<file path="src/rtl/mem_arbiter.sv">
// Shares the single-ported RAM between instruction fetch and data load/store.
// One access at a time: IDLE picks a requester, ACCESS drives the RAM, RESP pulses the hit.
module mem_arbiter #(
  parameter int unsigned STARVE_LIMIT = 4,
  parameter int unsigned MAX_RETRY    = 3,
  parameter logic [31:0] ERR_WORD     = 32'hBAD1BAD1
) (
  input  logic        CLK,
  input  logic        nRST,
  input  logic        iREN,
  input  logic [31:0] iaddr,
  output logic        ihit,
  output logic [31:0] iload,
  input  logic        dREN,
  input  logic        dWEN,
  input  logic [31:0] daddr,
  input  logic [31:0] dstore,
  output logic        dhit,
  output logic [31:0] dload,
  output logic        ramREN,
  output logic        ramWEN,
  output logic [31:0] ramaddr,
  output logic [31:0] ramstore,
  input  logic [31:0] ramload,
  input  logic [1:0]  ramstate,
  output logic        bus_error
);

  localparam int SW = $clog2(STARVE_LIMIT + 1);
  localparam int RW = $clog2(MAX_RETRY + 1);

  typedef enum logic [1:0] {
    IDLE   = 2'd0,
    ACCESS = 2'd1,
    RESP   = 2'd2
  } state_t;

  state_t        state_q, state_d;
  logic [31:0]   addr_q, addr_d;
  logic [31:0]   store_q, store_d;
  logic          wr_q, wr_d;
  logic          gnt_q, gnt_d;      // 1 = data requester owns the access
  logic [RW-1:0] retry_q, retry_d;
  logic [SW-1:0] starve_q, starve_d;
  logic [31:0]   iload_q, iload_d;
  logic [31:0]   dload_q, dload_d;
  logic          berr_q, berr_d;
  logic          ihit_q, ihit_d;
  logic          dhit_q, dhit_d;
  logic          ren_q, ren_d;
  logic          wen_q, wen_d;
  logic          d_req_s;
  logic          starved_s;

  // Next-state, latching and registered-output decode.
  always_comb begin
    state_d   = state_q;
    addr_d    = addr_q;
    store_d   = store_q;
    wr_d      = wr_q;
    gnt_d     = gnt_q;
    retry_d   = retry_q;
    starve_d  = starve_q;
    iload_d   = iload_q;
    dload_d   = dload_q;
    berr_d    = berr_q;
    d_req_s   = dREN | dWEN;
    starved_s = (starve_q == SW'(STARVE_LIMIT)) && iREN;

    case (state_q)
      IDLE: begin
        if (d_req_s && !starved_s) begin
          gnt_d   = 1'b1;
          addr_d  = daddr;
          store_d = dstore;
          wr_d    = dWEN;
          retry_d = '0;
          state_d = ACCESS;
          if (!iREN) begin
            starve_d = '0;
          end else if (starve_q != SW'(STARVE_LIMIT)) begin
            starve_d = starve_q + SW'(1);
          end else begin
            starve_d = starve_q;
          end
        end else if (iREN) begin
          gnt_d    = 1'b0;
          addr_d   = iaddr;
          wr_d     = 1'b0;
          retry_d  = '0;
          starve_d = '0;
          state_d  = ACCESS;
        end else begin
          state_d = IDLE;
        end
      end
      ACCESS: begin
        case (ramstate)
          2'd2: begin
            if (!wr_q) begin
              if (gnt_q) dload_d = ramload;
              else       iload_d = ramload;
            end else begin
              dload_d = dload_q;
            end
            retry_d = '0;
            state_d = RESP;
          end
          2'd3: begin
            if (retry_q < RW'(MAX_RETRY)) begin
              retry_d = retry_q + RW'(1);
            end else begin
              // Give up: requester gets a recognisable poison word.
              if (gnt_q) dload_d = ERR_WORD;
              else       iload_d = ERR_WORD;
              berr_d  = 1'b1;
              retry_d = '0;
              state_d = RESP;
            end
          end
          default: state_d = ACCESS;
        endcase
      end
      RESP:    state_d = IDLE;
      default: state_d = IDLE;
    endcase

    ihit_d = (state_d == RESP) && !gnt_d;
    dhit_d = (state_d == RESP) && gnt_d;
    ren_d  = (state_d == ACCESS) && !wr_d;
    wen_d  = (state_d == ACCESS) && wr_d;
  end

  // State and output registers.
  always_ff @(posedge CLK or negedge nRST) begin
    if (!nRST) begin
      state_q  <= IDLE;
      addr_q   <= 32'd0;
      store_q  <= 32'd0;
      wr_q     <= 1'b0;
      gnt_q    <= 1'b0;
      retry_q  <= '0;
      starve_q <= '0;
      iload_q  <= 32'd0;
      dload_q  <= 32'd0;
      berr_q   <= 1'b0;
      ihit_q   <= 1'b0;
      dhit_q   <= 1'b0;
      ren_q    <= 1'b0;
      wen_q    <= 1'b0;
    end else begin
      state_q  <= state_d;
      addr_q   <= addr_d;
      store_q  <= store_d;
      wr_q     <= wr_d;
      gnt_q    <= gnt_d;
      retry_q  <= retry_d;
      starve_q <= starve_d;
      iload_q  <= iload_d;
      dload_q  <= dload_d;
      berr_q   <= berr_d;
      ihit_q   <= ihit_d;
      dhit_q   <= dhit_d;
      ren_q    <= ren_d;
      wen_q    <= wen_d;
    end
  end

  assign ihit      = ihit_q;
  assign dhit      = dhit_q;
  assign iload     = iload_q;
  assign dload     = dload_q;
  assign ramREN    = ren_q;
  assign ramWEN    = wen_q;
  assign ramaddr   = addr_q;
  assign ramstore  = store_q;
  assign bus_error = berr_q;

endmodule

</file>
<file path="config.mk">
export PLATFORM = sky130hd
export DESIGN_NAME = mem_arbiter
export DESIGN_NICKNAME = d
export VERILOG_FILES = /design/src/rtl/mem_arbiter.sv
export SDC_FILE = /design/constraint.sdc
export NUM_CORES = 1
export LEC_CHECK = 0
export ABC_AREA = 1
export BUFFER_PORTS_ARGS = -buffer_cell sky130_fd_sc_hd__buf_4
export CORE_MARGIN = 1
export CORE_UTILIZATION = 52
export DETAILED_ROUTE_END_ITERATION = 6
export PLACE_DENSITY = 0.95
export SYNTH_ARGS = -nofsm -noshare
export SYNTH_HDL_FRONTEND = slang
export SYNTH_SLANG_ARGS = --single-unit
</file>
<file path="constraint.sdc">
create_clock -name CLK -period 3.37 [get_ports CLK]
set_input_delay 0.5055 -clock CLK [delete_from_list [all_inputs] [get_ports CLK]]
set_output_delay 0.5055 -clock CLK [all_outputs]
set_load 0.01 [all_outputs]
</file>
==> results.md, run 1 <==
* Status: complete, no violations
* Internal at 5.30 mW
* Final setup fails at 0
* CP required at 3650 ps
* CP Buf/Inv Count at 1
* Worst path slowest cell: nand2_2
* Area of the multi-input gates at 0.00236 mm²
* Largest net degree at the start of global routing at 111
* Share of cells above drive strength 1 at 0.320
* Pleak at 5.20 nW
* Clk Latency, worst-skew pair at 410 ps
* Post-CTS Resized at 0
* WP data arrival at 2780 ps
* I/O Buffers at 267
* Final Wtd Congestion at 0.813
* Critical path endpoint: ramaddr[9]
* Drt first-iter violations at 540
* Max-cap violations at 0
* Crit-path max FO at 35
* CTS Buf Count at 17
* Max Freq at 0.400 GHz
* Sink Count at 142
* DR vias/cell at 5.00
* Initial Utilization at 0.532
* Worst Reg-to-Reg Cells at 7
* Power share of the clock group at 0.238
* Worst path depth at 7
* Total power draw at 8.26 mW
* Final min period at 2500 ps
* Top post-synthesis cells by area: dfrtp_1 (56%), nand2_1 (24%), nand3b_1 (3.8%), inv_1 (3.7%), nand3_1 (3.3%)
* CP max stage delay at 780 ps
* Power Density at 916 mW/mm²
* Drt total wl at 17400 µm
* Clock skew at 9.33 ps
* Flop2flop setup slack at 870 ps
* Total number of yosys warnings at 0
* Vias in the first global route at 5771
* H-tree depth at 4
* Switching Power at 2.96 mW
* Core Util, Final at 0.750
* Dpl ws at 945 ps
* Worst-path clk slew at 60 ps
* Setup TNS at 0 ps
* Worst-Margin Slew at 991 ps
* Leading area contributor after synthesis: dfrtp_1
* PnR worst setup slack at 869 ps
* CP Capture Type: flop
* Drt drc at 0
* Final #Nets at 1175
* Post-route ant nets at 0
* # diodes at 0
* Syn_area_per_cell at 8.16 µm²
* Rows at 40
* CTS tree: built
* Seq cells post-synth at 142
* Post-synth cell types at 21
* DIE HEIGHT at 113 µm
* Mapped Nets at 921
* Reg2reg start: starve_q[0]
* Post-synthesis cell count at 783
* Min-delay worst type: in2async
* Worst slew margin at 0.340
* Sequential fraction of design power at 0.367
* Setup Fix Bufs, Post-CTS at 0
* Cell area after synthesis at 0.00639 mm²
* Sw Ratio at 0.359
* IR drop worst, VDD at 0.000480 V
* CP cell instances: inv_1 -> ha_1 -> nand3_2 -> nand2_2 -> nand2_1 -> nand3_1 -> nand2_1
* GR Util All Layers at 0.280
* CTS Hold Bufs at 0
* Crit path kind: reg2reg
* Width of the die at 113 µm
* RSZ-0062 raised after global routing: false
* Register area share after synthesis at 0.556
* Detailed placement HPWL at 11700 µm
* Reg-to-reg endpoint: ramaddr[9]
* Gate power share at 0.395
* Worst path top cell family by delay: simple AND/OR/NAND/NOR gates
* Worst setup startpoint: starve_q[0]
* Max Transition Viols Final at 0
* Maximum root-to-sink buffer count at 2
* Wire per inst at 14.6 µm
* Worst hold slack at 216 ps
* Share of the synthesized area in the top cell type at 0.556
* Seq. cell area at 0.00355 mm²
* First-pass GRT wire length at 27700 µm
* TritonRoute pass-1 iters at 5
* Initial antenna violation count at 0
* CTS root buf: clkbuf_16
* Critical Path Start Type: flop
* Grt total ovfl at 0
* Core ar. at 0.0120 mm²
* Final Cycle Share at 0.742
* Area Overhead vs Synth at 40.9%
* I/O Pins at 268
* Cell mode on critical path: nand2_1
* Die area at 0.0127 mm²
* Vias post-DR at 5975
* FILL cells at 837
* Final Hold Vio Count at 0
## area by class of cell
class                      count  share of cell area
sequential                   142               0.394
multi-input combinational    539               0.263
timing repair buffer         272               0.227
clock buffer                  19              0.0503
inverter                      65              0.0271
tap                          147              0.0204
clock inverter                10              0.0182
## state kept, by name, indices dropped and copies added, names as in the netlist
register and flops:
starve_q 3, gnt_q 1, bus_error 1, ramWEN 1, state_q 2, iload 32, retry_q 2, wr_q 1
ramREN 1, ramstore 32, dload 32, ihit 1, ramaddr 32, dhit 1
## power groups by stage
stage	logic (mW)	registers (mW)	clock network, mW
2_1_floorplan	1.29	3.31	0
3_3_place_gp	3.15	2.99	0
3_5_place_dp	3.28	3.00	0
4_1_cts	3.29	3.02	1.98
5_1_grt	3.58	3.11	2.07
6_report	3.26	3.03	1.96
## how the worst min path moves through the flow
stage / start / endpoint / slack (ps) / depth (start not counted)
after floorplan: nRST / bus_error / 210 / 0
after global placement: iload[15] / iload[15] / 450 / 2
after detailed placement: iload[30] / iload[30] / 460 / 2
after CTS: nRST / dload[25] / 270 / 1
after global routing: dstore[22] / ramstore[22] / 280 / 3
final: nRST / dload[25] / 220 / 1
## kinds of logic after synthesis
logic type,synth area share
buffers and inverters,0.0742
AND/OR/NAND/NOR,0.360
flip-flops,0.556
adder cells (fa/ha/maj),0.00587
AO/OA/AOI/OAI,0.00372
## metal layers
metal	share of wire	wire length, µm	vias up	GRT usage
met5	0	0	-	0
met4	0.038	666	0	0.133
met3	0.069	1200	52	0.0648
met2	0.50	8720	284	0.480
met1	0.39	6810	2770	0.336
li1	-	-	2869	-
## layout by cell type, fill, tap and decap left out, types with 3 or more instances in the layout
cell type,instances
buf_4,271
bufinv_16,4
clkbuf_16,17
dfrtp_1,142
ha_1,3
inv_1,63
nand2_1,409
nand2_2,4
nand3_1,42
nand3_2,3
nand3b_1,32
nor2_1,18
nor2_4,4
or2_2,18
## synth_stat cells
library cell    n
a21oi_1         1
nor2_8          1
nand3_1        42
nand3b_1       32
nor2_1         18
clkbuf_1        8
inv_1          63
or2_2          18
buf_2          16
ha_1            3
buf_4           7
nand3_4         1
nand2_2         4
nor2_4          4
buf_6           6
a31o_2          1
o21ai_0         2
nand2_1       409
inv_2           2
nand3_2         3
dfrtp_1       142
## stage by stage
step | std cells | instance area [µm²]
floorplan | 783 | 6390
global placement | 1165 | 8390
detailed placement | 1165 | 8390
CTS | 1194 | 9010
global route | 1194 | 9010
finish | 1194 | 9010
(Power assumes the default switching activity.)
==> run 2, diff against run 1 <==
--- a/config.mk
+++ b/config.mk
@@ -8,9 +8,9 @@
 export ABC_AREA = 1
 export BUFFER_PORTS_ARGS = -buffer_cell sky130_fd_sc_hd__buf_4
 export CORE_MARGIN = 1
-export CORE_UTILIZATION = 52
+export CORE_UTILIZATION = 48
 export DETAILED_ROUTE_END_ITERATION = 6
-export PLACE_DENSITY = 0.95
+export PLACE_DENSITY = 0.92
 export SYNTH_ARGS = -nofsm -noshare
 export SYNTH_HDL_FRONTEND = slang
 export SYNTH_SLANG_ARGS = --single-unit
==> constraint.sdc (replaced) <==
create_clock -name CLK -period 2.5 [get_ports CLK]
set_input_delay 0.375 -clock CLK [delete_from_list [all_inputs] [get_ports CLK]]
set_output_delay 0.375 -clock CLK [all_outputs]
set_load 0.01 [all_outputs]
==> results.md, run 2 (synthesis gave the netlist of run 1 again) <==
* Status: complete, no violations
* CTS root buf: clkbuf_16
* Max Freq at 0.509 GHz
* RSZ-0062 raised after global routing: false
* # diodes at 0
* Grt total ovfl at 0
* Post-route ant nets at 0
* Core Util, Final at 0.704
* Flop2flop setup slack at 530 ps
* Clk Latency, worst-skew pair at 420 ps
* CP required at 2800 ps
* Hold path start: dstore[5]
* Worst slew margin at 0.497
* Drt first-iter violations at 468
* Hold endpoint: ramstore[5]
* Final setup fails at 0
* First-pass GRT wire length at 28400 µm
* CTS tree: built
* Pleak at 5.20 nW
* Wire per inst at 14.2 µm
* Clock skew at 8.20 ps
* Share of cells above drive strength 1 at 0.320
* Sink Count at 142
* Power Density at 1200 mW/mm²
* Initial antenna violation count at 0
* WHS Path Cells at 3
* CP max stage delay at 610 ps
* Final min period at 1970 ps
* Critical Path Start Type: flop
* Width of the die at 117 µm
* Worst Reg-to-Reg Cells at 7
* Reg-to-reg endpoint: ramaddr[17]
* Sw Ratio at 0.363
* IR drop worst, VDD at 0.000741 V
* Grt met2 use at 0.423
* Power share of the clock group at 0.221
* GR Util All Layers at 0.260
* Crit path kind: reg2reg
* Post-CTS Resized at 0
* Commonest non-fill, non-tap cell in the layout: nand2_1
* DIE HEIGHT at 117 µm
* Die area at 0.0138 mm²
* I/O Pins at 268
* Crit-path max FO at 34
* Most frequent cells in the layout: nand2_1 (409), buf_4 (273), dfrtp_1 (142)
* Final Wtd Congestion at 0.818
* Drt total wl at 17300 µm
* I/O Buffers at 267
* Seq. cell area at 0.00355 mm²
* Sequential fraction of design power at 0.376
* WP data arrival at 2260 ps
* Min-delay worst type: in2reg
* Initial Utilization at 0.498
* Worst path slowest cell: nand2_2
* Vias in the first global route at 5939
* CP Capture Type: flop
* Total power draw at 10.9 mW
* Reg2reg start: starve_q[0]
* Final Cycle Share at 0.786
* Grt met3 use at 0.0715
* H-tree depth at 4
* Worst-Margin Slew at 752 ps
* Cell mode on critical path: nand2_1
* Core ar. at 0.0128 mm²
* Area of the multi-input gates at 0.00236 mm²
* GR peak layer: met2
* Final #Nets at 1179
* Met1 usage in global routing at 0.311
* Worst-path clk slew at 60 ps
* TritonRoute pass-1 iters at 5
* DR vias/cell at 4.93
* CP cell instances: inv_1 -> ha_1 -> nand3_2 -> nand2_2 -> nand2_1 -> nand3_1 -> nand2_1
* Setup TNS at 0 ps
* Final Hold Vio Count at 0
* Setup Fix Bufs, Post-CTS at 0
* FILL cells at 1016
* Drt drc at 0
* Internal at 6.92 mW
* Largest net degree at the start of global routing at 69
* Max Transition Viols Final at 0
* Vias post-DR at 6038
* Area Overhead vs Synth at 41.3%
* Detailed placement HPWL at 12000 µm
* Gate power share at 0.403
* Switching Power at 3.94 mW
* Max-cap violations at 0
* Rows at 41
* CTS Buf Count at 17
* Maximum root-to-sink buffer count at 2
## run 2: cell types whose count changed in the layout (fill, tap and decap cells not counted), moves of 2 or more
cell,delta
buf_4,+2
bufinv_16,-3
clkbuf_1,+3
clkbuf_8,+3
clkinv_2,+2
clkinv_4,-2
## run 2: critical path, delay by kind of cell, from the launching register on
| kind | cells | cell delay (ps) |
|---|---|---|
| buffers and inverters | 1 | 80 |
| adders and majority gates | 1 | 160 |
| DFF | 1 | 390 |
| and+or+nand+nor | 5 | 1210 |
## run 2: per-stage QoR
stage,setup slack (ps),std cells,hold slack (ps),instance area (µm²)
after floorplan,1160,783,79.4,6390
after global placement,613,1193,414,8460
after detailed placement,541,1193,421,8460
after CTS,538,1225,128,9030
after global routing,359,1225,145,9030
final,535,1225,143,9030
## run 2: how the worst max path moves through the flow
stage                      startpoint     endpoint  slack (ps)
after floorplan            retry_q[0]    dload[10]        1160
after global placement    starve_q[0]  ramaddr[11]         610
after detailed placement  starve_q[0]  ramaddr[17]         540
after CTS                 starve_q[0]  ramaddr[17]         540
after global routing      starve_q[0]  ramaddr[17]         360
final                     starve_q[0]  ramaddr[17]         530
## run 2: repair_timing
action / in CTS / in global routing
endpoints found under the setup margin: 0 / 0
hold buffers: 1 / 0
endpoints found under the hold margin: 65 / 0
## run 2: cell type report
type                       instances  area share
clock buffer                      25      0.0560
clock inverter                     6     0.00637
inverter                          65      0.0270
multi-input combinational        539       0.262
sequential                       142       0.393
tap                              172      0.0238
timing repair buffer             276       0.232
## run 2: routing by layer
layer | vias up | routed length, µm
met5 | - | 0
met1 | 2818 | 6790
met2 | 289 | 8520
met4 | 0 | 759
met3 | 56 | 1280
li1 | 2875 | -
## run 2: power groups by stage
stage	Sequential (mW)	Clock [mW]	Combinational [mW]
final	4.08	2.40	4.38
after floorplan	4.47	0	1.74
after CTS	4.07	2.44	4.44
after detailed placement	4.07	0	4.42
after global routing	4.20	2.54	4.82
after global placement	4.05	0	4.27
==> run 3, diff against run 2 <==
==> constraint.sdc (replaced) <==
create_clock -name CLK -period 1.9 [get_ports CLK]
set_input_delay 0.285 -clock CLK [delete_from_list [all_inputs] [get_ports CLK]]
set_output_delay 0.285 -clock CLK [all_outputs]
set_load 0.01 [all_outputs]
==> results.md, run 3 (synthesis gave the netlist of run 1 again) <==
* Commonest non-fill, non-tap cell in the layout: nand2_1
* H-tree depth at 4
* Max Freq at 0.622 GHz
* DIE HEIGHT at 117 µm
* Final #Nets at 1187
* Worst path top cell family by delay: buffers and inverters
* Cell mode on critical path: nand2_1
* Power Density at 1600 mW/mm²
* Met1 usage in global routing at 0.310
* Setup Fix Bufs, Post-CTS at 0
* IR drop worst, VDD at 0.000796 V
* Worst path slowest cell: dfrtp_1
* Final setup fails at 0
* Die area at 0.0138 mm²
* Core ar. at 0.0128 mm²
* Post-route ant nets at 0
* Gate power share at 0.404
* Placed inst area at 0.00858 mm²
* Power share of the clock group at 0.230
* Worst-Margin Slew at 387 ps
* Final Wtd Congestion at 0.806
* CP required at 2240 ps
* Largest net degree at the start of global routing at 65
* Internal at 9.38 mW
* Critical Path Start Type: flop
* CP max stage delay at 390 ps
* Max Transition Viols Final at 0
* I/O Pins at 268
* Worst-path clk slew at 60 ps
* First-pass GRT wire length at 28400 µm
* Total power draw at 14.7 mW
* Share of cells above drive strength 1 at 0.327
* PnR worst setup slack at 293 ps
* Min-delay worst type: in2reg
* TritonRoute pass-1 iters at 5
* Clock skew at 10.2 ps
* GR Util All Layers at 0.258
* Switching Power at 5.32 mW
* Pleak at 5.26 nW
* Maximum root-to-sink buffer count at 2
* Sw Ratio at 0.362
* Sequential fraction of design power at 0.365
* Width of the die at 117 µm
* Initial antenna violation count at 0
* CP cell instances: ha_1 -> inv_1 -> nand2_1 -> inv_1 -> nor2_4 -> nand2_2 -> buf_4 -> nand2_1 -> nand2_1
* I/O Buffers at 267
* Wire per inst at 14.0 µm
* CTS tree: built
* Dpl ws at 299 ps
* CTS root buf: clkbuf_16
* Final min period at 1610 ps
* Initial Utilization at 0.498
* Vias in the first global route at 6012
* Status: complete, no violations
* Max-cap violations at 0
* RSZ-0062 raised after global routing: false
* WP data arrival at 1950 ps
* Grt met3 use at 0.0686
* Worst slew margin at 0.742
* Drt total wl at 17200 µm
* CP Capture Type: flop
* GR peak layer: met2
* CP Buf/Inv Count at 3
* # diodes at 0
* Clk Latency, worst-skew pair at 410 ps
* Crit-path max FO at 32
* Final Hold Vio Count at 0
* DR vias/cell at 4.87
* FILL cells at 974
* Grt total ovfl at 0
* Drt drc at 0
* Grt met2 use at 0.443
* Drt first-iter violations at 570
* Rows at 41
* CTS Buf Count at 17
* Setup TNS at 0 ps
* Sink Count at 142
* Area Overhead vs Synth at 43.9%
* Final Cycle Share at 0.846
* Vias post-DR at 6007
* Post-CTS Resized at 0
* Detailed placement HPWL at 12300 µm
* Final Cell Area at 0.00920 mm²
* Crit path kind: reg2reg
* Most frequent cells in the layout: nand2_1 (409), buf_4 (276), dfrtp_1 (142)
run 3: cell types whose count changed in the layout (fill, tap and decap cells not counted), sizes merged:
cell	previous run	this run
clkbuf	25	20
buf	275	283
inv	65	68
clkinvlp	1	4
bufinv	1	3
clkinv	4	2
run 3: metal layers:
layer,routed length [µm],vias up
li1,-,2898
met1,6750,2777
met2,8710,294
met3,1330,38
met4,435,0
met5,0,-
run 3: final timing paths:
| check | from | endpoint | slack (ps) | cells past startpoint |
|---|---|---|---|---|
| max | retry_q[0] | dload[19] | 290 | 9 |
| min reg2reg | iload[28] | iload[28] | 470 | 2 |
| max reg2reg | retry_q[0] | dload[19] | 290 | 9 |
| min in group asynchronous | nRST | dload[27] | 350 | 2 |
| min | dstore[1] | ramstore[1] | 60 | 3 |
| max in group asynchronous | nRST | ramstore[14] | 890 | 3 |
run 3: what timing repair did:
| action | in CTS | in global routing |
|---|---|---|
| hold buffers | 1 | 0 |
| endpoints found under the hold margin | 39 | 0 |
| endpoints found under the setup margin | 0 | 0 |
run 3: final cells by class:
type | instances | area (µm²) | share of cell area
flip-flops and latches | 142 | 3550 | 0.386
multi-input cells | 539 | 2360 | 0.257
repair buffers | 284 | 2210 | 0.241
clock buffers | 20 | 447 | 0.0486
inverters | 65 | 244 | 0.0265
well taps | 172 | 215 | 0.0234
clock inverters | 12 | 160 | 0.0174
run 3: worst min-delay path: stages:
cell and delay (ps):
buf_4 80, nand2_1 40, nand2_1 40
run 3: power by group through the flow:
stage / logic, mW / clock network [mW] / registers (mW)
after global placement: 5.76 / 0 / 5.32
after floorplan: 2.29 / 0 / 5.88
after CTS: 6.01 / 3.44 / 5.36
after detailed placement: 5.99 / 0 / 5.35
after global routing: 6.54 / 3.58 / 5.52
final: 5.95 / 3.38 / 5.37
run 3: per-stage QoR:
step            util  hold slack (ps)  instances
6_report       0.717             64.3       1234
5_1_grt        0.717             61.9       1234
4_1_cts        0.717             51.1       1234
3_5_place_dp   0.669              217       1201
3_3_place_gp   0.669              220       1201
2_1_floorplan      -            -10.6        783
